File: config.mk
export PLATFORM = sky130hd
export DESIGN_NAME = read_addr_seq
export DESIGN_NICKNAME = d
export VERILOG_FILES = /design/src/rtl/read_addr_seq.sv
export SDC_FILE = /design/constraint.sdc
export NUM_CORES = 1
export LEC_CHECK = 0
export CAP_MARGIN = 5
export CORE_ASPECT_RATIO = 1.2
export CORE_MARGIN = 2
export CORE_UTILIZATION = 40
export CTS_CLUSTER_DIAMETER = 60
export CTS_CLUSTER_SIZE = 25
export DETAILED_ROUTE_END_ITERATION = 10
export HOLD_SLACK_MARGIN = 0.1
export PLACE_DENSITY_LB_ADDON = 0.12
export SETUP_SLACK_MARGIN = 0.05
export SKIP_LAST_GASP = 1
export SYNTH_ARGS = -nofsm -noshare
export SYNTH_HDL_FRONTEND = slang
export SYNTH_SLANG_ARGS = --single-unit
File: constraint.sdc
create_clock -name clk -period 6.6 [get_ports clk]
set_input_delay 1.65 -clock clk [delete_from_list [all_inputs] [get_ports clk]]
set_output_delay 1.65 -clock clk [all_outputs]
set_load 0.03 [all_outputs]
File: src/rtl/read_addr_seq.sv
// Read-address sequencer: walks a programmable [base, last] window by a fixed step,
// either wrapping continuously or stopping after one pass, with valid/ready handshake.
module read_addr_seq #(
    parameter int ADDR_W = 7,
    parameter int STEP_W = 4
) (
    input  logic              clk,
    input  logic              rst_n,
    input  logic              i_start,
    input  logic              i_stop,
    input  logic              i_mode,
    input  logic [ADDR_W-1:0] i_base_addr,
    input  logic [ADDR_W-1:0] i_last_addr,
    input  logic [STEP_W-1:0] i_step,
    input  logic              i_addr_ready,
    output logic [ADDR_W-1:0] o_read_addr,
    output logic              o_addr_valid,
    output logic              o_busy,
    output logic              o_done,
    output logic              o_wrap_pulse
);

    localparam int SUM_W = ADDR_W + 1;

    typedef enum logic {S_IDLE, S_RUN} state_t;

    state_t              r_state, w_state;
    logic [ADDR_W-1:0]   r_base, w_base;
    logic [ADDR_W-1:0]   r_last, w_last;
    logic [STEP_W-1:0]   r_step, w_step;
    logic                r_mode, w_mode;
    logic [ADDR_W-1:0]   r_addr, w_addr;
    logic                r_valid, w_valid;
    logic                r_busy, w_busy;
    logic                r_done, w_done;
    logic                r_wrap, w_wrap;
    logic [SUM_W-1:0]    w_sum;
    logic                w_bound;

    // Extra carry bit lets an overflowing step count as a boundary rather than aliasing low.
    assign w_sum   = {1'b0, r_addr} + SUM_W'(r_step);
    assign w_bound = w_sum[ADDR_W] | (w_sum[ADDR_W-1:0] > r_last);

    always_comb begin
        w_state = r_state;
        w_base  = r_base;
        w_last  = r_last;
        w_step  = r_step;
        w_mode  = r_mode;
        w_addr  = r_addr;
        w_valid = r_valid;
        w_busy  = r_busy;
        w_done  = 1'b0;
        w_wrap  = 1'b0;
        case (r_state)
            S_IDLE: begin
                if (i_start && !i_stop) begin
                    w_state = S_RUN;
                    w_base  = i_base_addr;
                    w_last  = i_last_addr;
                    w_step  = (i_step == '0) ? STEP_W'(1) : i_step;
                    w_mode  = i_mode;
                    w_addr  = i_base_addr;
                    w_valid = 1'b1;
                    w_busy  = 1'b1;
                end
            end
            S_RUN: begin
                if (i_stop) begin
                    w_state = S_IDLE;
                    w_addr  = '0;
                    w_valid = 1'b0;
                    w_busy  = 1'b0;
                end else if (r_valid && i_addr_ready) begin
                    if (!w_bound) begin
                        w_addr = w_sum[ADDR_W-1:0];
                    end else if (!r_mode) begin
                        w_addr = r_base;
                        w_wrap = 1'b1;
                    end else begin
                        w_state = S_IDLE;
                        w_addr  = '0;
                        w_valid = 1'b0;
                        w_busy  = 1'b0;
                        w_done  = 1'b1;
                    end
                end
            end
            default: begin
                w_state = S_IDLE;
                w_addr  = '0;
                w_valid = 1'b0;
                w_busy  = 1'b0;
            end
        endcase
    end

    always_ff @(posedge clk or negedge rst_n) begin
        if (!rst_n) begin
            r_state <= S_IDLE;
            r_base  <= '0;
            r_last  <= '0;
            r_step  <= '0;
            r_mode  <= 1'b0;
            r_addr  <= '0;
            r_valid <= 1'b0;
            r_busy  <= 1'b0;
            r_done  <= 1'b0;
            r_wrap  <= 1'b0;
        end else begin
            r_state <= w_state;
            r_base  <= w_base;
            r_last  <= w_last;
            r_step  <= w_step;
            r_mode  <= w_mode;
            r_addr  <= w_addr;
            r_valid <= w_valid;
            r_busy  <= w_busy;
            r_done  <= w_done;
            r_wrap  <= w_wrap;
        end
    end

    assign o_read_addr  = r_addr;
    assign o_addr_valid = r_valid;
    assign o_busy       = r_busy;
    assign o_done       = r_done;
    assign o_wrap_pulse = r_wrap;

endmodule

==> tab_implementation.tex <==
\begin{tabular}{lr}
\hline
Metric & Value \\
\hline
\multicolumn{2}{l}{\textbf{Yosys}} \\
Distinct cells, synth & 35 \\
Syn Std Cell Area & 1660 um2 \\
Warnings from Yosys & 0 \\
Number of nets in the synthesized netlist & 185 \\
EDFF count, synth & 0 \\
Dominant synthesized flop cell & sky130\_fd\_sc\_hd\_\_dfrtp\_1 \\
Number of standard cells after synthesis & 149 \\
Async set-reset flop share out of synthesis & 100\% \\
Mean post-synth cell area & 11.2 um2 \\
Share of the synthesized area in the top cell type & 45.1\% \\
Post-synthesis register bit count & 30 \\
Leading post-synthesis cells by cell area & sky130\_fd\_sc\_hd\_\_dfrtp\_1 (45\%), sky130\_fd\_sc\_hd\_\_ha\_1 (8.3\%), sky130\_fd\_sc\_hd\_\_mux2\_2 (8.1\%) \\
Sequential-to-total area share from yosys stat & between 40 and 50\% \\
Post-synth top area cell & sky130\_fd\_sc\_hd\_\_dfrtp\_1 \\
\multicolumn{2}{l}{\textbf{Floorplan}} \\
Number of placed I/O pins & 35 \\
Area of the die & roughly 4700 um2 \\
FP Rows & 25 \\
Core footprint & 3970 um2 \\
Floorplan die height & about 75 um \\
Die width & 62.9 um \\
Initial cell density of the core & 41.9\% \\
\multicolumn{2}{l}{\textbf{Pwr}} \\
Pwr Density & 381 nW/um2 \\
Static power due to leakage & 0.000918 uW \\
Net switching component of the power & 321 uW \\
Share of total power in sequential cells & 33.5\% \\
Net switching share of the total power & 39.6\% \\
VDD IR max & roughly 0.00018 V \\
Total internal power & between 400 and 500 uW \\
Share of total power in the clock network & 16.5\% \\
Logic gate share of total power & 50.0\% \\
\multicolumn{2}{l}{\textbf{Run}} \\
Maxcap violations & 0 \\
\multicolumn{2}{l}{\textbf{Layout}} \\
Final Util & 53.7\% \\
Seq. cell area & between 700 and 800 um2 \\
Final Cell Area & $\sim$2100 um2 \\
Layout area overhead & 28.1\% \\
Total inserted antenna cells & 0 \\
Filler cell count & 378 \\
Post-layout nets & $\sim$220 \\
Area of the multi-input gates & 856 um2 \\
Share of post-route cells with drive strength above 1 & approximately 14\% \\
\multicolumn{2}{l}{\textbf{Timing}} \\
Total negative setup slack & 0 ns \\
Worst hold slack & approximately 0.5 ns \\
Min Clock Period, post-route & 3.19 ns \\
Final clock skew & 0.00504 ns \\
Worst slew margin relative to its limit & a little under three quarters \\
Final slew viol count & 0 \\
Number of hold violations in the final report & 0 \\
Period utilisation layout & 48.3\% \\
RSZ-0062 raised after global routing & no \\
Maximum clock frequency & 314 MHz \\
Final setup fails & 0 \\
Pin slew with the least headroom to its limit & between 0.4 and 0.5 ns \\
\multicolumn{2}{l}{\textbf{Route}} \\
Via-per-instance ratio & about 5 \\
Count of antenna-violating nets left after detailed routing & 0 \\
Detailed-routing iteration count for the pre-antenna-repair pass & 2 \\
Number of DRC violations after detailed routing & 0 \\
Average wire per standard cell & 14.0 um \\
Via count of the routed design & 1242 \\
Final wirelength & 3380 um \\
Number of violations reported at the end of detailed-routing iteration 0 & 44 \\
\multicolumn{2}{l}{\textbf{CTS}} \\
Level count of the clock H-tree & 2 \\
Count of hold-fix buffers inserted at cts & 0 \\
Post\_cts resized & 0 \\
Number of buffers created by CTS & 5 \\
Worst-skew pair later-pin latency & 0.28 ns \\
Bufs on Longest Clock Path & 2 \\
Post CTS Setup Buffer Count & 0 \\
CTS tree & yes \\
Clock-pin slew on the worst setup and hold paths & $\sim$0.060 ns \\
Clock tree root driver cell & sky130\_fd\_sc\_hd\_\_clkbuf\_8 \\
Clock sinks & 30 \\
\multicolumn{2}{l}{\textbf{Worst setup path}} \\
Flop-to-flop setup slack & 3.41 ns \\
Reg-to-reg critical path startpoint & o\_read\_addr[0]\$\_DFFE\_PN0P\_ \\
Startpoint type of the worst setup path & register \\
Endpoint kind of the worst setup timing path & register \\
Required time at the endpoint of the critical path & 6.74 ns \\
CP Launch Point & o\_read\_addr[0]\$\_DFFE\_PN0P\_ \\
CP Data Arrival Time & around 3.3 ns \\
Critical path fanouts, max & 9 \\
Number of cells traversed by the worst register-to-register path & 13 \\
Critical Setup Path Class & reg2reg \\
\multicolumn{2}{l}{\textbf{Global routing}} \\
Maximum number of pins on one net before global-route repair & 37 \\
Initial antenna violation count & 0 \\
Gr usage total & 16.5\% \\
Total overflow reported by the global router & 0 \\
Vias in the first global route & 1334 \\
Global-route wire length before repair & roughly 6000 um \\
\multicolumn{2}{l}{\textbf{Min path}} \\
Type of the most critical hold path & reg2reg \\
Min-delay src & r\_base[0]\$\_DFFE\_PN0P\_ \\
Hold Path Stages & 1 \\
\multicolumn{2}{l}{\textbf{Outcome}} \\
Result of the run & completed \\
\multicolumn{2}{l}{\textbf{Placed design}} \\
Buffers on Ports & 34 \\
Placer's final routability congestion estimate & 0.809 \\
Total half-perimeter wirelength after legalization and detailed placement & between 2000 and 2500 um \\
Instance area after placement & 2060 um2 \\
\hline
\end{tabular}
-- synthesized netlist by cell type, types with 2 or more instances --
cell                       number
sky130_fd_sc_hd__dfrtp_1       30
sky130_fd_sc_hd__mux2_2        12
sky130_fd_sc_hd__ha_1          11
sky130_fd_sc_hd__nand2_1        8
sky130_fd_sc_hd__o21ai_0        8
sky130_fd_sc_hd__o21ai_1        8
sky130_fd_sc_hd__a22oi_1        7
sky130_fd_sc_hd__inv_1          7
sky130_fd_sc_hd__mux2i_1        7
sky130_fd_sc_hd__a21oi_1        6
sky130_fd_sc_hd__nor2b_1        6
sky130_fd_sc_hd__nor2_1         5
sky130_fd_sc_hd__a21o_1         4
sky130_fd_sc_hd__buf_4          3
sky130_fd_sc_hd__a211oi_1       2
sky130_fd_sc_hd__and2b_1        2
sky130_fd_sc_hd__nand3_1        2
sky130_fd_sc_hd__nand4_1        2
sky130_fd_sc_hd__xnor2_1        2
sky130_fd_sc_hd__xor2_1         2
-- cells by family after synthesis --
group | Yosys count | share of synthesized area, %
AO/OA/AOI/OAI | 41 | 16.8
buffers and inverters | 12 | 3.46
AND/OR/NAND/NOR | 31 | 10.8
adder cells (fa/ha/maj) | 12 | 9.47
flip-flops | 30 | 45.1
XOR/XNOR | 4 | 2.11
multiplexers | 19 | 12.3
-- per-stage QoR --
step | std cells | total power, uW | setup slack, ns
finish | 241 | 812 | 3.41
global route | 241 | 885 | 3.13
CTS | 241 | 827 | 3.38
detailed placement | 234 | 689 | 3.23
global placement | 234 | 676 | 3.25
floorplan | 149 | 569 | 3.56
-- critical path: stages (launching register included) --
cell                      delay [ns]
sky130_fd_sc_hd__dfrtp_1        0.40
sky130_fd_sc_hd__ha_1           0.26
sky130_fd_sc_hd__fa_1           0.42
sky130_fd_sc_hd__a21o_2         0.21
sky130_fd_sc_hd__a21oi_1        0.22
sky130_fd_sc_hd__nor2_1         0.08
sky130_fd_sc_hd__xor2_1         0.16
sky130_fd_sc_hd__ha_1           0.32
sky130_fd_sc_hd__a21oi_1        0.12
sky130_fd_sc_hd__o21ai_0        0.10
sky130_fd_sc_hd__o22ai_1        0.29
sky130_fd_sc_hd__nand2_4        0.18
sky130_fd_sc_hd__mux2i_1        0.20
sky130_fd_sc_hd__o21ai_1        0.08
-- final cells by class --
type	instances	area share [%]
Clock buffer	7	3.58
Inverter	7	1.23
Multi-Input combinational cell	107	40.1
Sequential cell	30	35.2
Tap cell	54	3.17
Timing Repair Buffer	36	16.7
-- routing by layer --
metal  wire length [um]  GRT usage [%]  part of all wire (%)
met5                  0              0                     0
met1               1480           19.4                    44
met2               1710           29.1                    51
met4                 56           5.93                   1.7
met3                128           4.78                   3.8
-- flip-flops by register name, summed over array words and instances, names as in the netlist, 4 cells and up --
name and count:
o_read_addr 7, r_step 4, r_base 7, r_last 7
-- power groups by stage --
stage                     Sequential (uW)  Clock (uW)  Combinational (uW)
after detailed placement              276           0                 413
final                                 272         134                 406
after global routing                  280         149                 457
after global placement                274           0                 402
after CTS                             273         140                 414
after floorplan                       292           0                 277
-- path summary, 6_finish.rpt --
kind,endpoint
max in group asynchronous,o_read_addr[3]$_DFFE_PN0P_
worst min register to register,r_base[0]$_DFFE_PN0P_
worst min-delay path,r_base[0]$_DFFE_PN0P_
worst max register to register,o_read_addr[5]$_DFFE_PN0P_
min in group asynchronous,r_base[1]$_DFFE_PN0P_
worst max-delay path,o_read_addr[5]$_DFFE_PN0P_
-- cell usage in the layout, fill, tap and decap left out --
cell                              count
sky130_fd_sc_hd__nor2b_1              6
sky130_fd_sc_hd__a21o_2               1
sky130_fd_sc_hd__a211oi_1             2
sky130_fd_sc_hd__nor3_1               1
sky130_fd_sc_hd__fa_1                 1
sky130_fd_sc_hd__a22oi_1              7
sky130_fd_sc_hd__clkdlybuf4s50_1     34
sky130_fd_sc_hd__a211oi_2             1
sky130_fd_sc_hd__nand4_1              2
sky130_fd_sc_hd__nand3b_1             1
sky130_fd_sc_hd__inv_1                7
sky130_fd_sc_hd__nand2_4              1
sky130_fd_sc_hd__a21oi_2              1
sky130_fd_sc_hd__o21ai_0              8
sky130_fd_sc_hd__mux2_2              12
sky130_fd_sc_hd__nand3_1              2
sky130_fd_sc_hd__ha_1                11
sky130_fd_sc_hd__a21oi_1              6
sky130_fd_sc_hd__o21ai_1              8
sky130_fd_sc_hd__clkbuf_1             2
sky130_fd_sc_hd__nor2_1               5
sky130_fd_sc_hd__o22ai_1              1
sky130_fd_sc_hd__mux2i_1              7
sky130_fd_sc_hd__nand2_2              1
sky130_fd_sc_hd__a31o_1               1
sky130_fd_sc_hd__buf_4                2
sky130_fd_sc_hd__and2b_1              2
sky130_fd_sc_hd__xnor2_1              2
sky130_fd_sc_hd__xor2_1               2
sky130_fd_sc_hd__a21o_1               4
sky130_fd_sc_hd__clkbuf_8             5
sky130_fd_sc_hd__nand2_1              8
sky130_fd_sc_hd__nor3b_4              1
sky130_fd_sc_hd__dfrtp_1             30
sky130_fd_sc_hd__nor2_2               1
sky130_fd_sc_hd__o2111ai_4            1
No activity file was read; power rests on OpenSTA's default activity.
